===== src/rtl/noc_run_ctrl.sv =====
// Run sequencer for the 3x3 NoC benches.
// Walks IDLE -> WARMUP -> INJECT -> DRAIN -> DONE, or FAIL on drain timeout / flit underflow,
// gates the shared injection enable and counts injected/ejected flits over all nodes.
//
// Ports:
//   clk        bench clock, all state changes on posedge
//   reset      synchronous active-high reset
//   start      level; starts a fresh run from IDLE, DONE or FAIL
//   abort      level; returns to IDLE from any state, counters kept for readout
//   inj_pulse  per-node "source injected one flit this cycle"
//   ej_pulse   per-node "sink accepted one flit this cycle"
//   send       injection enable to all sources (high only in INJECT)
//   phase      0 IDLE, 1 WARMUP, 2 INJECT, 3 DRAIN, 4 DONE, 5 FAIL
//   done/fail  state decodes
//   underflow  sticky: ejected count exceeded injected count
//   inj_count, ej_count, in_flight, run_cycles  run statistics
module noc_run_ctrl #(
  parameter int unsigned NODES         = 9,
  parameter int unsigned WARMUP        = 16,
  parameter int unsigned INJ_FLITS     = 1024,
  parameter int unsigned DRAIN_TIMEOUT = 4096,
  parameter int unsigned CNT_W         = 20
) (
  input  logic             clk,
  input  logic             reset,
  input  logic             start,
  input  logic             abort,
  input  logic [NODES-1:0] inj_pulse,
  input  logic [NODES-1:0] ej_pulse,
  output logic             send,
  output logic [2:0]       phase,
  output logic             done,
  output logic             fail,
  output logic             underflow,
  output logic [CNT_W-1:0] inj_count,
  output logic [CNT_W-1:0] ej_count,
  output logic [CNT_W-1:0] in_flight,
  output logic [CNT_W-1:0] run_cycles
);

  localparam int unsigned PcW      = $clog2(NODES + 1);
  localparam int unsigned TimerMax = (DRAIN_TIMEOUT > WARMUP) ? DRAIN_TIMEOUT : WARMUP;
  localparam int unsigned TimerW   = $clog2(TimerMax + 1);

  // WarmLast is unused when WARMUP is 0 (WARMUP state is never entered).
  localparam logic [TimerW-1:0] WarmLast  = TimerW'(WARMUP - 1);
  localparam logic [TimerW-1:0] DrainLast = TimerW'(DRAIN_TIMEOUT - 1);
  localparam logic [CNT_W:0]    InjThresh = (CNT_W + 1)'(INJ_FLITS);

  typedef enum logic [2:0] {
    StIdle   = 3'd0,
    StWarmup = 3'd1,
    StInject = 3'd2,
    StDrain  = 3'd3,
    StDone   = 3'd4,
    StFail   = 3'd5
  } state_e;

  state_e             state_q, state_d;
  logic               send_q, send_d;
  logic               underflow_q, underflow_d;
  logic [TimerW-1:0]  timer_q, timer_d;
  logic [CNT_W-1:0]   inj_q, inj_d, ej_q, ej_d, run_q, run_d;

  logic [PcW-1:0]     inj_pc, ej_pc;
  logic [CNT_W:0]     inj_sum, ej_sum, run_sum;
  logic [CNT_W-1:0]   inj_sat, ej_sat, run_sat;
  logic               restartable;

  function automatic logic [PcW-1:0] popcount(input logic [NODES-1:0] v);
    logic [PcW-1:0] c;
    c = '0;
    for (int i = 0; i < int'(NODES); i++) begin
      c = c + PcW'(v[i]);
    end
    return c;
  endfunction

  // Sums carry one extra bit so saturation is a simple check of the top bit.
  always_comb begin
    inj_pc  = popcount(inj_pulse);
    ej_pc   = popcount(ej_pulse);
    inj_sum = {1'b0, inj_q} + (CNT_W + 1)'(inj_pc);
    ej_sum  = {1'b0, ej_q} + (CNT_W + 1)'(ej_pc);
    run_sum = {1'b0, run_q} + (CNT_W + 1)'(1);
    inj_sat = inj_sum[CNT_W] ? {CNT_W{1'b1}} : inj_sum[CNT_W-1:0];
    ej_sat  = ej_sum[CNT_W] ? {CNT_W{1'b1}} : ej_sum[CNT_W-1:0];
    run_sat = run_sum[CNT_W] ? {CNT_W{1'b1}} : run_sum[CNT_W-1:0];
  end

  assign restartable = (state_q == StIdle) || (state_q == StDone) || (state_q == StFail);

  always_comb begin
    state_d     = state_q;
    timer_d     = timer_q;
    inj_d       = inj_q;
    ej_d        = ej_q;
    run_d       = run_q;
    underflow_d = underflow_q;

    // Pulses are counted in every state except IDLE, including DONE and FAIL.
    if (state_q != StIdle) begin
      inj_d = inj_sat;
      ej_d  = ej_sat;
    end

    unique case (state_q)
      StWarmup: begin
        timer_d = timer_q + TimerW'(1);
        if (timer_q == WarmLast) begin
          state_d = StInject;
        end
      end
      StInject: begin
        run_d = run_sat;
        // Threshold uses this cycle's pulses so send drops one cycle after the crossing pulse.
        if (inj_sum >= InjThresh) begin
          state_d = StDrain;
          timer_d = '0;
        end
      end
      StDrain: begin
        run_d   = run_sat;
        timer_d = timer_q + TimerW'(1);
        if ((ej_sat == inj_sat) && (inj_pc == '0)) begin
          state_d = StDone;
        end else if (timer_q == DrainLast) begin
          state_d = StFail;
        end
      end
      StIdle, StDone, StFail: ;
      default: state_d = StIdle;
    endcase

    // Counts are frozen in IDLE, so a stale ej > inj kept after an abort must not re-trip FAIL.
    if ((state_q != StIdle) && (ej_sat > inj_sat)) begin
      underflow_d = 1'b1;
      state_d     = StFail;
    end

    if (start && restartable) begin
      inj_d       = '0;
      ej_d        = '0;
      run_d       = '0;
      underflow_d = 1'b0;
      timer_d     = '0;
      state_d     = (WARMUP == 0) ? StInject : StWarmup;
    end

    // Abort keeps the registered counters and flag untouched for readout.
    if (abort) begin
      state_d     = StIdle;
      timer_d     = '0;
      inj_d       = inj_q;
      ej_d        = ej_q;
      run_d       = run_q;
      underflow_d = underflow_q;
    end

    send_d = (state_d == StInject);
  end

  always_ff @(posedge clk) begin
    if (reset) begin
      state_q     <= StIdle;
      send_q      <= 1'b0;
      underflow_q <= 1'b0;
      timer_q     <= '0;
      inj_q       <= '0;
      ej_q        <= '0;
      run_q       <= '0;
    end else begin
      state_q     <= state_d;
      send_q      <= send_d;
      underflow_q <= underflow_d;
      timer_q     <= timer_d;
      inj_q       <= inj_d;
      ej_q        <= ej_d;
      run_q       <= run_d;
    end
  end

  assign send       = send_q;
  assign phase      = state_q;
  assign done       = (state_q == StDone);
  assign fail       = (state_q == StFail);
  assign underflow  = underflow_q;
  assign inj_count  = inj_q;
  assign ej_count   = ej_q;
  assign in_flight  = (inj_q > ej_q) ? (inj_q - ej_q) : '0;
  assign run_cycles = run_q;

endmodule


===== config.mk =====
export PLATFORM = sky130hd
export DESIGN_NAME = noc_run_ctrl
export DESIGN_NICKNAME = d
export VERILOG_FILES = /design/src/rtl/noc_run_ctrl.sv
export SDC_FILE = /design/constraint.sdc
export NUM_CORES = 1
export LEC_CHECK = 0
export BUFFER_PORTS_ARGS = -buffer_cell sky130_fd_sc_hd__buf_2
export CORE_ASPECT_RATIO = 1.2
export CORE_MARGIN = 2
export CORE_UTILIZATION = 55
export DETAILED_ROUTE_END_ITERATION = 8
export GPL_ROUTABILITY_DRIVEN = 0
export PLACE_DENSITY = 0.81
export SLEW_MARGIN = 20
export SYNTH_ARGS = -nofsm -noshare
export SYNTH_HDL_FRONTEND = slang
export SYNTH_SLANG_ARGS = --single-unit

===== constraint.sdc =====
create_clock -name clk -period 21.1 [get_ports clk]
set_input_delay 2.11 -clock clk [delete_from_list [all_inputs] [get_ports clk]]
set_output_delay 2.11 -clock clk [all_outputs]
set_load 0.02 [all_outputs]

==> reports/summary.txt, run 1 <==
Hold Path Class -> reg -> reg
worst endpoint required time -> 21.37 ns
Synth Area per Inst -> 7.49 um2
Least-Margin Pin Slew -> 1.00 ns
top cells by count, synth -> nor2_1, dfxtp_1, a21oi_1, inv_1, o21ai_0
vias in the first global route -> 5897
DR WL met2 -> 8070 um
clk_lat worst skew -> 0.34 ns
Max IR drop VDD -> 44.1 uV
Worst path max stage delay -> 0.54 ns
status -> finished clean
CTS tree -> built
CP dominant cell by count -> fa_1
met3 WL post-DR -> 973 um
register area share after synthesis -> 24.2%
IO buf count -> 108
RSZ-0062 raised after global routing -> false
ANT nets after route -> 0
most common cell in the synthesized netlist -> nor2_1
routed wire length -> 16200 um
fraction of layout cells with a size suffix above 1 -> 15.8%
crit path kind -> in -> reg
maximum operating frequency -> 122 MHz
Final Max Slew Viols -> 0
Ports -> 109
max_cap viols -> 0
met1 wire length -> 6830 um
number of synthesized flops with an enable pin -> 0
hold buffer count at cts -> 0
# clock sinks -> 78
HPWL after DPL -> 12200 um
crit-path leading delay family -> adder cells
FF+latch count, synth -> 78
final hold viol count -> 0
CTS root buf -> clkbuf_16
vias per cell -> 5.74
Synth area leaders -> dfxtp_1, ha_1, nor2_1
Starting DRT DRC Count -> 338
clock buffer depth -> 2
final total power -> 424 uW
CTS Buf Count -> 9
Synth warnings -> 0
GRT Total Usage -> 26.4%
post-synth top area share -> 24.2%
period utilization -> 38.9%
CP Buf/Inv Count -> 4
DRT Pass-1 Iters -> 5
Yosys top cell by area -> dfxtp_1
Synth cell types -> 65
kind of start point of the critical path -> input port
pin count of the biggest net entering global routing -> 59
first-pass GRT wire length -> 26900 um
DR top layer -> met4
post_cts resized -> 0
LEAKAGE -> 0.00344 uW
setup TNS -> 0 ns
Wirelength per Cell -> 14.6 um
relative slew slack -> 32.3%
total gr overflow -> 0
core area -> 11500 um2
Power per Cell Area -> 57.5 nW/um2
Net count, final -> 1039
drt drc -> 0
syn_nets -> 952
Die H -> 123 um
post-synthesis cell count -> 863
CP max FO -> 25
crit-path cells -> buf_2, inv_1, fa_1, fa_1, fa_1, fa_1, fa_1, fa_1, and2b_1, o211ai_4, nor2_1, nand4_1, nor2_1, buf_4, nor2_1, ha_1, nand4_1, nor4_1, inv_1, nor3_1, nor4b_1, o211ai_1, mux2_2, a21oi_1
fill count -> 1074
CTS H-Tree Depth -> 3
initial antenna violation count -> 0
Non-Filler Instances -> 1110
Most used DFF post-synth -> dfxtp_1
Die X-Extent -> 103 um
mapped cell area -> 6460 um2
async set or reset register ratio after synthesis -> 0%
Setup crit end kind -> flip-flop
placed cells -> 1096
Vias -> 6375
postcts setup bufs -> 0
Rows -> 43
clock-pin slew on the worst setup and hold paths -> 0.06 ns
Fin Clk Skew -> 0.00659 ns
Crit-path slowest cell -> fa_1
die area -> 12600 um2
final setup fails -> 0
Ant. Diodes -> 0
Initial Util -> 56.2%
Layout area overhead -> 14.1%
post-route minimum period -> 8.21 ns
Critical Path AT -> 8.48 ns
-- stage by stage --
step | area [um2] | util (%) | hold slack [ns] | setup slack (ns)
after floorplan | 6460 | - | 0.444 | 12.97
after global placement | 7120 | 61.8 | 0.467 | 12.75
after detailed placement | 7120 | 61.8 | 0.468 | 12.57
after CTS | 7380 | 64.1 | 0.477 | 12.87
after global routing | 7380 | 64.1 | 0.507 | 12.44
final | 7380 | 64.1 | 0.476 | 12.89
-- worst min-delay path: cells and delay by family, from the launching register on --
kind / cells / cell delay [ns]
and+or+nand+nor: 1 / 0.06
DFF: 1 / 0.32
AOI/OAI and AO/OA: 1 / 0.05
-- cell families after synthesis --
logic type / share of synthesized area [%]
flip-flops: 24.2
multiplexers: 1.26
XOR/XNOR: 7.04
AO/OA/AOI/OAI: 22.4
buffers and inverters: 6.15
adder cells (fa/ha/maj): 14.5
AND/OR/NAND/NOR: 24.5
-- cells in the final DEF, fill, tap and decap left out, types with 5 or more instances in the layout --
cell type / netlist / final
nand4_1: 10 / 10
nor2b_1: 19 / 19
nand2_1: 64 / 64
a21oi_1: 68 / 68
and2_1: 5 / 5
nand3_1: 27 / 27
fa_1: 13 / 13
inv_1: 66 / 66
ha_1: 54 / 54
xnor2_1: 27 / 27
mux2i_1: 7 / 7
xor2_1: 25 / 25
o21ai_0: 65 / 65
a211oi_1: 5 / 5
nor4_1: 6 / 6
or3_1: 5 / 5
nor2_1: 114 / 114
and3_1: 20 / 20
buf_4: 1 / 7
dfxtp_1: 78 / 78
nor3_1: 14 / 14
o211ai_1: 7 / 7
buf_2: 0 / 108
a31oi_1: 7 / 7
nand2b_1: 10 / 10
a2bb2oi_1: 10 / 10
or2_2: 10 / 10
a22oi_1: 13 / 13
a21o_1: 21 / 21
clkbuf_16: 0 / 9
-- final cells by class --
| type | instances | area [um2] | share of cell area (%) |
|---|---|---|---|
| timing repair buffer | 115 | 593 | 8.04 |
| multi-input combinational | 680 | 4520 | 61.3 |
| clock buffer | 12 | 246 | 3.34 |
| tap | 157 | 196 | 2.66 |
| sequential | 78 | 1560 | 21.2 |
| clock inverter | 2 | 10.0 | 0.136 |
| inverter | 66 | 248 | 3.36 |
-- path summary, 6_finish.rpt --
kind	start	endpoint	slack [ns]	cells after the start
max	inj_pulse[0]	phase[2]$_SDFF_PP0_	12.89	24
min	timer_q[2]$_SDFFE_PP0P_	timer_q[2]$_SDFFE_PP0P_	0.48	2
max reg2reg	ej_count[0]$_SDFFE_PP0P_	phase[2]$_SDFF_PP0_	14.54	24
min reg2reg	timer_q[2]$_SDFFE_PP0P_	timer_q[2]$_SDFFE_PP0P_	0.48	2
-- state kept, by name, indices dropped and copies added (netlist names) --
register    flops
run_cycles     20
ej_count       20
phase           3
underflow       1
send            1
inj_count      20
timer_q        13
-- power by group --
part / internal, uW / switching, uW
Clock: 81.1 / 55.3
Sequential: 149 / 2.48
Combinational: 55.6 / 80.7
-- per-layer routing --
layer | global-route usage [%] | vias up
met5 | 0 | -
met2 | 46.5 | 208
li1 | - | 3191
met4 | 9.29 | 0
met1 | 32.0 | 2949
met3 | 4.78 | 27
Power figures use the tool's default switching activity.
==> inputs of run 2 (changes only) <==
==> constraint.sdc (replaced) <==
create_clock -name clk -period 8.3 [get_ports clk]
set_input_delay 0.83 -clock clk [delete_from_list [all_inputs] [get_ports clk]]
set_output_delay 0.83 -clock clk [all_outputs]
set_load 0.02 [all_outputs]
==> reports/summary.txt, run 2 (synthesized netlist as in run 1, its figures left out) <==
status -> finished clean
Die H -> 123 um (unchanged)
Setup crit end kind -> flip-flop
worst hold start -> timer_q[2]$_SDFFE_PP0P_
switching power -> 360 uW (+160%)
RR Endpoint -> phase[2]$_SDFF_PP0_
CTS H-Tree Depth -> 3 (unchanged)
final hold viol count -> 0 (unchanged)
Power per Cell Area -> 158 nW/um2 (+180%)
CTS tree -> built
Critical Path AT -> 7.17 ns (-1.31 ns)
maximum operating frequency -> 145 MHz
Rows -> 43 (unchanged)
first-pass GRT wire length -> 27200 um (+0.95%)
Initial Util -> 56.2% (unchanged)
clk_lat worst skew -> 0.34 ns (about the same)
commonest cells after routing, fill and taps aside -> nor2_1, buf_2, dfxtp_1, a21oi_1, inv_1
LEAKAGE -> 0.00348 uW (+1.1%)
Wirelength per Cell -> 14.6 um (+0.12%)
worst endpoint required time -> 8.57 ns (-12.80 ns)
hold buffer count at cts -> 0 (unchanged)
clock-pin slew on the worst setup and hold paths -> 0.05 ns (about the same)
total gr overflow -> 0 (unchanged)
vias in the first global route -> 5944 (+0.80%)
sw frac -> 30.6% (-2.1 points)
hold depth -> 2 (unchanged)
commonest non-fill, non-tap cell in the layout -> nor2_1
Worst R2R Path Depth -> 23 (-4.2%)
fraction of layout cells with a size suffix above 1 -> 16.0% (+0.19 points)
Fin Clk Skew -> 0.00502 ns (-0.00157 ns)
setup TNS -> 0 ns (unchanged)
relative slew slack -> 34.9% (+2.6 points)
clock buffer depth -> 2 (unchanged)
Net count, final -> 1039 (unchanged)
crit path kind -> in -> reg
Combinational Power Share -> 29.0% (-3.2 points)
CP max FO -> 24 (-4.0%)
Max IR drop VDD -> 112 uV (+150%)
CTS root buf -> clkbuf_16
final setup fails -> 0 (unchanged)
IO buf count -> 108 (unchanged)
GRT Total Usage -> 26.7% (+0.25 points)
initial antenna violation count -> 0 (unchanged)
pin count of the biggest net entering global routing -> 59 (unchanged)
Ant. Diodes -> 0 (unchanged)
HPWL after DPL -> 12100 um (-0.88%)
post_cts resized -> 0 (unchanged)
reg2reg setup slack -> 1.77 ns (-12.77 ns)
drt drc -> 0 (unchanged)
sequential share of power -> 32.6% (-3.1 points)
Finished Core Util -> 64.8% (+0.71 points)
vias per cell -> 5.72 (-0.47%)
ANT nets after route -> 0 (unchanged)
Die X-Extent -> 103 um (unchanged)
Least-Margin Pin Slew -> 0.964 ns (-0.0388 ns)
routed wire length -> 16200 um (+0.21%)
Reg-to-Reg Start -> ej_count[0]$_SDFFE_PP0P_
kind of start point of the critical path -> input port
Final Max Slew Viols -> 0 (unchanged)
DRT Pass-1 Iters -> 5 (unchanged)
CTS Buf Count -> 9 (unchanged)
Layout area overhead -> 15.3%
placed instance area -> 7120 um2 (unchanged)
period utilization -> 83.1%
core area -> 11500 um2 (unchanged)
Hold Path Sink -> timer_q[2]$_SDFFE_PP0P_
clock power share -> 38.4% (+6.2 points)
internal power -> 819 uW (+190%)
postcts setup bufs -> 0 (unchanged)
Final Cell Area -> 7460 um2 (+1.1%)
die area -> 12600 um2 (unchanged)
Starting DRT DRC Count -> 350 (+3.6%)
Ports -> 109 (unchanged)
max_cap viols -> 0 (unchanged)
# clock sinks -> 78 (unchanged)
RSZ-0062 raised after global routing -> false
Vias -> 6351 (-0.38%)
Hold Path Class -> reg -> reg
Worst setup startpoint -> inj_pulse[0]
final total power -> 1180 uW (+180%)
post-route minimum period -> 6.90 ns
==> run 2: changes by cell type in the layout (fill, tap and decap cells not counted) <==
| cell | change |
|---|---|
| bufinv_16 | +3 |
| clkinv_2 | -1 |
| clkbuf_1 | -1 |
==> run 2: layout make-up <==
cell class	instances	area (um2)
well taps	157	196
fillers	1083	4060
clock buffers	11	243
flip-flops and latches	78	1560
repair buffers	115	593
clock inverters	4	95.1
multi-input cells	680	4520
inverters	66	248
==> run 2: how the worst max path moves through the flow <==
stage,end,slack (ns),depth (start not counted)
floorplan,phase[2]$_SDFF_PP0_,1.45,23
global placement,phase[2]$_SDFF_PP0_,1.25,24
detailed placement,phase[2]$_SDFF_PP0_,1.10,24
CTS,phase[2]$_SDFF_PP0_,1.41,24
global route,phase[2]$_SDFF_PP0_,0.88,24
finish,phase[2]$_SDFF_PP0_,1.40,24
==> run 2: critical path, cell delays in order <==
cell and delay, ns:
buf_2 0.07, inv_1 0.04, fa_1 0.55, fa_1 0.42, fa_1 0.46, fa_1 0.42
fa_1 0.51, fa_1 0.44, and2b_1 0.27, o211ai_4 0.14, nor2_1 0.27, nand4_1 0.13
nor2_1 0.14, buf_4 0.27, nor2_1 0.11, ha_1 0.31, nand4_1 0.12, nor4_1 0.35
inv_1 0.08, nor3_1 0.26, nor4b_1 0.35, o211ai_1 0.18, mux2_2 0.31, a21oi_1 0.13
==> run 2: layer usage <==
layer,GRT usage (%),up-vias,routed length (um)
li1,-,3193,-
met1,33.2,2947,6960
met2,46.5,187,8020
met3,3.36,24,916
met4,10.4,0,349
met5,0,-,0
==> run 2: through the flow <==
| stage | std cells | hold WS [ns] | worst slack [ns] |
|---|---|---|---|
| 6_report | 1111 | 0.491 | 1.40 |
| 3_3_place_gp | 1096 | 0.466 | 1.25 |
| 3_5_place_dp | 1096 | 0.463 | 1.10 |
| 2_1_floorplan | 863 | 0.444 | 1.45 |
| 5_1_grt | 1111 | 0.524 | 0.880 |
| 4_1_cts | 1111 | 0.483 | 1.41 |
==> run 2: power groups by stage <==
| stage | sequential [uW] | combinational, uW | clock [uW] |
|---|---|---|---|
| 2_1_floorplan | 394 | 255 | 0 |
| 3_3_place_gp | 392 | 336 | 0 |
| 3_5_place_dp | 393 | 340 | 0 |
| 4_1_cts | 384 | 342 | 456 |
| 5_1_grt | 385 | 386 | 472 |
| 6_report | 384 | 342 | 452 |
==> inputs of run 3 (changes only) <==
--- a/config.mk
+++ b/config.mk
@@ -5,10 +5,11 @@
 export SDC_FILE = /design/constraint.sdc
 export NUM_CORES = 1
 export LEC_CHECK = 0
+export ABC_AREA = 1
 export BUFFER_PORTS_ARGS = -buffer_cell sky130_fd_sc_hd__buf_2
 export CORE_ASPECT_RATIO = 1.2
 export CORE_MARGIN = 2
-export CORE_UTILIZATION = 55
+export CORE_UTILIZATION = 53
 export DETAILED_ROUTE_END_ITERATION = 8
 export GPL_ROUTABILITY_DRIVEN = 0
 export PLACE_DENSITY = 0.81
==> constraint.sdc (replaced) <==
create_clock -name clk -period 5.61 [get_ports clk]
set_input_delay 0.561 -clock clk [delete_from_list [all_inputs] [get_ports clk]]
set_output_delay 0.561 -clock clk [all_outputs]
set_load 0.02 [all_outputs]
==> reports/summary.txt, run 3 <==
ANT nets after route -> 0 (unchanged)
vias in the first global route -> 7005 (+18%)
pin count of the biggest net entering global routing -> 64 (+8.5%)
Synth cell types -> 42 (-35%)
final setup fails -> 1 (+1)
Net count, final -> 1335 (+28%)
post-route minimum period -> 5.64 ns
Rows -> 46 (+7.0%)
crit path kind -> in -> reg
Initial Util -> 53.9% (-2.3 points)
Final Max Slew Viols -> 0 (unchanged)
core area -> 13100 um2 (+14%)
kind of start point of the critical path -> input port
Synth area leaders -> dfxtp_1, nand2_1, ha_1
Wirelength per Cell -> 15.1 um (+3.6%)
Crit-path slowest cell -> fa_1
CP max FO -> 6 (-75%)
Ports -> 109 (unchanged)
Worst setup startpoint -> inj_pulse[3]
die area -> 14300 um2 (+13%)
met1 wire length -> 8160 um (+17%)
DR WL met2 -> 10500 um (+31%)
setup TNS -> -0.0313 ns (-0.0313 ns)
commonest non-fill, non-tap cell in the layout -> nand2_1
LEAKAGE -> 0.00407 uW (+17%)
Worst path max stage delay -> 0.56 ns (about the same)
Synth Area per Inst -> 6.31 um2 (-16%)
clk_lat worst skew -> 0.35 ns (about the same)
Vias -> 7985 (+26%)
FF+latch count, synth -> 78 (unchanged)
relative slew slack -> 29.3% (-5.6 points)
commonest cells after routing, fill and taps aside -> nand2_1, inv_1, a21oi_1, buf_2, nor2_1
clock buffer depth -> 2 (unchanged)
Reg-to-Reg Start -> ej_count[0]$_SDFFE_PP0P_
RR Endpoint -> underflow$_SDFFE_PP0P_
Power per Cell Area -> 205 nW/um2 (+30%)
initial antenna violation count -> 0 (unchanged)
CTS Buf Count -> 9 (unchanged)
Critical Path AT -> 5.85 ns (-1.32 ns)
final worst slack -> -0.0313 ns (-1.43 ns)
max_cap viols -> 0 (unchanged)
sequential share of power -> 32.0% (-0.6 points)
Finished Core Util -> 65.5% (+0.70 points)
first-pass GRT wire length -> 32600 um (+20%)
switching power -> 589 uW (+64%)
CTS tree -> built
Hold Path Class -> reg -> reg
DR top layer -> met4
top cells by count, synth -> nand2_1, inv_1, a21oi_1, nor2_1, dfxtp_1
Combinational Power Share -> 31.4% (+2.4 points)
Die X-Extent -> 109 um (+6.3%)
reg2reg setup slack -> 0.29 ns (-1.48 ns)
DRT Pass-1 Iters -> 6 (+1)
Yosys top cell by area -> dfxtp_1
period utilization -> 101%
Fin Clk Skew -> 0.00991 ns (+0.00489 ns)
Layout area overhead -> 21.5%
Most used DFF post-synth -> dfxtp_1
clock power share -> 36.6% (-1.8 points)
clock-pin slew on the worst setup and hold paths -> 0.06 ns (about the same)
Worst R2R Path Depth -> 30 (+30%)
most common cell in the synthesized netlist -> nand2_1
status -> finished, violations left
syn_nets -> 1210 (+27%)
total gr overflow -> 0 (unchanged)
post-synth top area share -> 22.1% (-2.1 points)
worst endpoint required time -> 5.82 ns (-2.75 ns)
number of synthesized flops with an enable pin -> 0 (unchanged)
IO buf count -> 108 (unchanged)
fraction of layout cells with a size suffix above 1 -> 21.1% (+5.1 points)
mapped cell area -> 7070 um2 (+9.4%)
Die H -> 131 um (+6.3%)
CP dominant cell by count -> nor2_4
maximum operating frequency -> 177 MHz
failing checks -> negative setup slack
Starting DRT DRC Count -> 555 (+59%)
register area share after synthesis -> 22.1% (-2.1 points)
vias per cell -> 5.63 (-1.6%)
final total power -> 1770 uW (+50%)
met3 WL post-DR -> 1550 um (+69%)
sw frac -> 33.4% (+2.8 points)
worst setup path end -> underflow$_SDFFE_PP0P_
# clock sinks -> 78 (unchanged)
hold buffer count at cts -> 0 (unchanged)
internal power -> 1180 uW (+44%)
Synth warnings -> 0 (unchanged)
final hold viol count -> 0 (unchanged)
CTS root buf -> clkbuf_16
post-synthesis cell count -> 1121 (+30%)
Max IR drop VDD -> 145 uV (+30%)
routed wire length -> 21500 um (+32%)
hold slack final -> 0.492 ns (+0.00111 ns)
Setup crit end kind -> flip-flop
HPWL after DPL -> 15700 um (+30%)
CTS H-Tree Depth -> 3 (unchanged)
RSZ-0062 raised after global routing -> true
Least-Margin Pin Slew -> 1.05 ns (+0.0903 ns)
async set or reset register ratio after synthesis -> 0% (unchanged)
Ant. Diodes -> 0 (unchanged)
GRT Total Usage -> 28.8% (+2.1 points)
drt drc -> 0 (unchanged)
[run 3: cell count changes after synthesis, moves of 11 or more]
| cell | before | now |
|---|---|---|
| nand2_1 | 64 | 309 |
| inv_1 | 66 | 146 |
| nand3_1 | 27 | 73 |
| a21oi_1 | 68 | 110 |
| and3_1 | 20 | 0 |
| nor2_1 | 114 | 94 |
| nor2b_1 | 19 | 0 |
| a21o_1 | 21 | 3 |
| clkbuf_1 | 37 | 20 |
| o21ai_0 | 65 | 51 |
| a22oi_1 | 13 | 1 |
| nand4_1 | 10 | 21 |
[run 3: how the worst min path moves through the flow]
stage                                         end  depth (start not counted)                     from
after floorplan           timer_q[0]$_SDFFE_PP0P_                          1  timer_q[0]$_SDFFE_PP0P_
after global placement    timer_q[0]$_SDFFE_PP0P_                          1  timer_q[0]$_SDFFE_PP0P_
after detailed placement   underflow$_SDFFE_PP0P_                          2   underflow$_SDFFE_PP0P_
after CTS                 timer_q[9]$_SDFFE_PP0P_                          2  timer_q[9]$_SDFFE_PP0P_
after global routing       underflow$_SDFFE_PP0P_                          2   underflow$_SDFFE_PP0P_
final                     timer_q[0]$_SDFFE_PP0P_                          1  timer_q[0]$_SDFFE_PP0P_
[run 3: cell families (layout without fill, tap and decap cells)]
family	count (synthesis)	after routing	share of synthesized area, %
simple gates	567	567	35.2
compound gates	189	189	14.5
buf+inv	178	308	9.78
flops	78	78	22.1
fa+ha+maj	67	67	13.2
xor+xnor	42	42	5.20
[run 3: metrics by stage]
stage	setup slack, ns	cell area [um2]	cells
after global placement	-0.157	7900	1393
after CTS	0.00991	8230	1409
after detailed placement	-0.330	7900	1393
final	-0.0313	8590	1419
after floorplan	0.0175	7080	1121
after global routing	-0.221	8590	1419
[run 3: worst max-delay path, delay by kind of cell]
kind,cells,cell delay [ns]
and+or+nand+nor,11,1.24
xor gates and xnor gates,1,0.17
adders and majority gates,7,2.87
AOI/OAI and AO/OA,4,0.38
buffers and inverters,7,0.60
[run 3: layout make-up]
class	instances	area [um2]
Inverter	148	558
Fill cell	1200	4530
Timing Repair Buffer	144	832
Tap cell	168	210
Clock buffer	11	243
Sequential cell	78	1560
Multi-Input combinational cell	865	5100
Clock inverter	5	81.3
[run 3: per-layer routing]
layer,global-route usage (%),vias up
li1,-,3903
met1,32.4,3626
met4,15.9,0
met2,51.3,367
met3,4.91,89
met5,0,-
[run 3: power by group through the flow]
| stage | registers (uW) | clock network [uW] | logic, uW |
|---|---|---|---|
| after CTS | 564 | 654 | 474 |
| final | 565 | 645 | 555 |
| after global placement | 577 | 0 | 460 |
| after floorplan | 580 | 0 | 333 |
| after global routing | 566 | 677 | 611 |
| after detailed placement | 577 | 0 | 470 |
[run 3: timing repair]
item                                   4_1_cts  5_1_grt
gates resized for setup                      1       75
endpoints found under the hold margin        0        0
pin swaps                                    0       43
setup endpoints to repair                    2        5
buffers inserted                             0       10
